[config.mk]
export PLATFORM = sky130hd
export DESIGN_NAME = i_logic
export DESIGN_NICKNAME = d
export VERILOG_FILES = /design/src/rtl/i_logic.sv
export SDC_FILE = /design/constraint.sdc
export NUM_CORES = 1
export LEC_CHECK = 0
export BUFFER_PORTS_ARGS = -buffer_cell sky130_fd_sc_hd__buf_4
export CAP_MARGIN = 20
export CORE_ASPECT_RATIO = 1.1
export CORE_MARGIN = 5
export CORE_UTILIZATION = 41
export CTS_CLUSTER_DIAMETER = 60
export CTS_CLUSTER_SIZE = 24
export DETAILED_ROUTE_END_ITERATION = 7
export PLACE_DENSITY = 0.84
export SYNTH_ARGS = -nofsm -noshare
export SYNTH_HDL_FRONTEND = slang
export SYNTH_SLANG_ARGS = --single-unit
[constraint.sdc]
create_clock -name clock -period 0.8 [get_ports clock]
set_input_delay 0.24 -clock clock [delete_from_list [all_inputs] [get_ports clock]]
set_output_delay 0.24 -clock clock [all_outputs]
set_load 0.01 [all_outputs]
[src/rtl/i_logic.sv]
// LEGv8 logical-instruction decoder (ANDI/ORRI/EORI/ANDIS, AND/ORR/EOR/ANDS) producing a registered control word.
// Optional build macro: I_LOGIC_SEXT_IMM_EN sign-extends the I-format immediate into k.
module i_logic (
  input  logic        clock,
  input  logic        reset,
  input  logic [31:0] i,
  output logic [93:0] CW,
  output logic        valid
);

  localparam logic [1:0] PS_PC_PLUS4 = 2'b01;
  localparam logic [4:0] FS_AND      = 5'b00000;
  localparam logic [4:0] FS_ORR      = 5'b00100;
  localparam logic [4:0] FS_EOR      = 5'b01100;

  logic        is_imm;
  logic        is_reg;
  logic [1:0]  op;
  logic [11:0] imm12;
  logic [63:0] imm_ext;
  logic [4:0]  fs;
  logic [93:0] cw_next;
  logic        valid_next;

  // Both formats share i[31]=1 and carry the operation in i[30:29]; the rest is a fixed pattern.
  assign is_imm = i[31] && (i[28:22] == 7'b1001000);
  assign is_reg = i[31] && (i[28:21] == 8'b01010000);
  assign op     = i[30:29];
  assign imm12  = i[21:10];

`ifdef I_LOGIC_SEXT_IMM_EN
  assign imm_ext = {{52{imm12[11]}}, imm12};
`else
  assign imm_ext = {52'b0, imm12};
`endif

  always_comb begin
    fs = FS_AND;
    case (op)
      2'b01:   fs = FS_ORR;
      2'b10:   fs = FS_EOR;
      default: fs = FS_AND;
    endcase
  end

  always_comb begin
    cw_next        = '0;
    cw_next[21:20] = PS_PC_PLUS4;
    valid_next     = 1'b0;
    if (is_imm || is_reg) begin
      valid_next     = 1'b1;
      cw_next[93]    = 1'b0;
      cw_next[92:29] = is_imm ? imm_ext : 64'd0;
      cw_next[28]    = (op == 2'b11);
      cw_next[27]    = is_imm;
      cw_next[26]    = 1'b0;
      cw_next[25]    = 1'b0;
      cw_next[24]    = 1'b1;
      cw_next[23:22] = 2'b00;
      cw_next[19:15] = fs;
      cw_next[14:10] = is_imm ? 5'd0 : i[20:16];
      cw_next[9:5]   = i[9:5];
      cw_next[4:0]   = i[4:0];
    end
  end

  always_ff @(posedge clock or negedge reset) begin
    if (!reset) begin
      CW    <= '0;
      valid <= 1'b0;
    end else begin
      CW    <= cw_next;
      valid <= valid_next;
    end
  end

endmodule

==> reports/qor.yml <==
outcome: "finished, violations left"
violations: "negative setup slack"
initial_core_util_pct: 42.6
final-max-slew-violation-count: 0
placed_area_mm2: 0.00246
die_h_um: 80.5
place_hpwl_um: 3250
sequentialPowerShare_pct: 46.0
syn_to_final_growth_pct: 64.2
ant_nets: 0
clock.fmax_mhz: 854
drtIter0Drc: 66
synthMuxAreaShare_pct: 0
drt-total-wl_um: 5410
fin_hold_ws_ns: 0.193
antenna_found_initial: 0
cts_tree: "yes"
cts-htree-levels: 2
clockBufferDepth: 2
p_leak_nw: 1.49
multiInputGateArea_um2: 955
preCtsSetupSlack_ns: -0.736
vias: 1416
cts-buffers-inserted: 5
grt_pass1_wl_um: 7870
finalSetupTns_ns: -17.03
min_period_ns: 1.17
ir_drop_v: 0.000648
fin_nets: 298
post_drt_wl_per_cell_um: 17.1
critPathRequiredTime_ns: 0.97
cts-root-buf: "clkbuf_8"
path_clk_slew_ns: 0.06
grt_max_degree: 34
crit_path_end_kind: "flip-flop"
regArea_um2: 826
clock_sinks: 33
top_layer: "met4"
worstSetupPathType: "input port to flip-flop"
synth_cells: 171
synth_compound_area_share_pct: 12.3
p_int_w: 0.00264
vias_per_cell: 4.48
synth-xor-area-share_pct: 0
synth-simple-area-share_pct: 7.44
coreArea_mm2: 0.00435
finalHoldViolations: 0
cp_max_fo: 5
numPortBuffers: 67
die_w_um: 74.1
regMostFlops: "CW"
stdcell_area_mm2: 0.00304
fin_crit_sh_pct: 146
synth_area_mm2: 0.00185
pin_count: 129
cp-start-kind: "input port"
routedLengthMet1_um: 1920
p_clk_share_pct: 33.9
finalWorstSetupSlack_ns: -0.371
largest_reg_flops: 33
utilization_pct: 69.9
row_count: 25
dr_wl_met3_um: 510
synth_top_family_by_area: "buffers and inverters"
yosysSeqAreaShare_pct: 44.6
gp_congestion: 0.723
yosys.area_share.adder_pct: 1.35
holdCritPathClass: "input port to flip-flop"
final_common_cell: "conb_1"
sw_frac_of_total_pct: 27.5
ys_ff_latch: 33
yosys_warnings: 0
dieArea_mm2: 0.00596
critPathArrivalTime_ns: 1.34
fillers: 270
drv_cap: 0
comb_power_share_pct: 20.0
grt_pass1_vias: 1556
reg_top3: "CW (33)"
syn_area_per_cell_um2: 10.8
finalSetupViolCount: 66
grt_overflow_total: 0
p_sw_w: 0.00100
powerDensity_mw_per_mm2: 1200
first_pass_iters: 5
synth_cell_types: 20
drive_above_1_share_pct: 51.9
final_cell_mix: "conb_1, buf_6, dfrtp_1, buf_4, inv_1"
dr_wl_met2_um: 2870
gr-usage-all-layers_pct: 17.9
rsz0062_at_grt: "yes"
antenna_cells: 0
drc: 0
[cells by family after synthesis]
logic type / after synthesis
compound gates: 14
flops: 33
other cells: 2
buf+inv: 97
fa+ha+maj: 2
simple gates: 23
[power groups by stage]
stage               Clock [W]  Combinational, W  Sequential [W]
finish                0.00124          0.000730         0.00168
global placement            0          0.000557         0.00171
detailed placement          0          0.000568         0.00171
global route          0.00133          0.000785         0.00168
CTS                   0.00124          0.000667         0.00168
floorplan                   0          0.000550         0.00171
[metrics by stage]
stage | total power (W) | std cells
2_1_floorplan | 0.00226 | 231
3_3_place_gp | 0.00226 | 298
3_5_place_dp | 0.00228 | 298
4_1_cts | 0.00358 | 314
5_1_grt | 0.00379 | 316
6_report | 0.00365 | 316
[worst max-delay path, stage by stage]
cell	delay, ns
buf_6	0.10
or3b_4	0.47
buf_6	0.17
a2111oi_4	0.35
[what timing repair did]
item / 4_1_cts / 5_1_grt
gates resized for setup: 73 / 15
hold buffers: 1 / 0
buffers inserted: 4 / 2
pin swaps: 18 / 9
endpoints found under the setup margin: 66 / 99
gates cloned: 4 / 0
hold endpoints to repair: 33 / 0
[path summary, 6_finish.rpt]
check | start | to | cells past startpoint
min | i[12] | CW[31] | 3
max in group asynchronous | reset | CW[31] | 2
max | i[28] | CW[6] | 4
min in group asynchronous | reset | CW[38] | 2
[synthesized netlist by cell type]
library cell   n  area (um^2)
buf_1          1         3.75
a2111oi_4      3         82.6
or3b_1         1         8.76
nor4_1         5         31.3
or4b_1         1         10.0
ha_1           2         25.0
a211oi_1       1         7.51
buf_4         63          473
clkbuf_1       2         7.51
buf_2          3         15.0
inv_1         25         93.8
a2111oi_0      2         17.5
buf_6          3         33.8
conb_1         2         7.51
nor2_1         1         3.75
nand2b_1       2         12.5
nor3_1        12         60.1
or4bb_1        1         11.3
a2111oi_2      8          120
dfrtp_1       33          826
[routing by layer]
| layer | global-route usage [%] | vias to the layer above |
|---|---|---|
| li1 | - | 614 |
| met1 | 19.0 | 697 |
| met2 | 33.5 | 94 |
| met3 | 4.13 | 11 |
| met4 | 6.52 | 0 |
| met5 | 0 | - |
[cell type report]
type                            count  area share (%)
Tap cell                           54            2.22
Clock buffer                        7            2.84
Timing Repair Buffer               93            33.2
Multi-Input combinational cell    104            31.4
Sequential cell                    33            27.2
Inverter                           25            3.09
No activity file was read; power rests on OpenSTA's default activity.
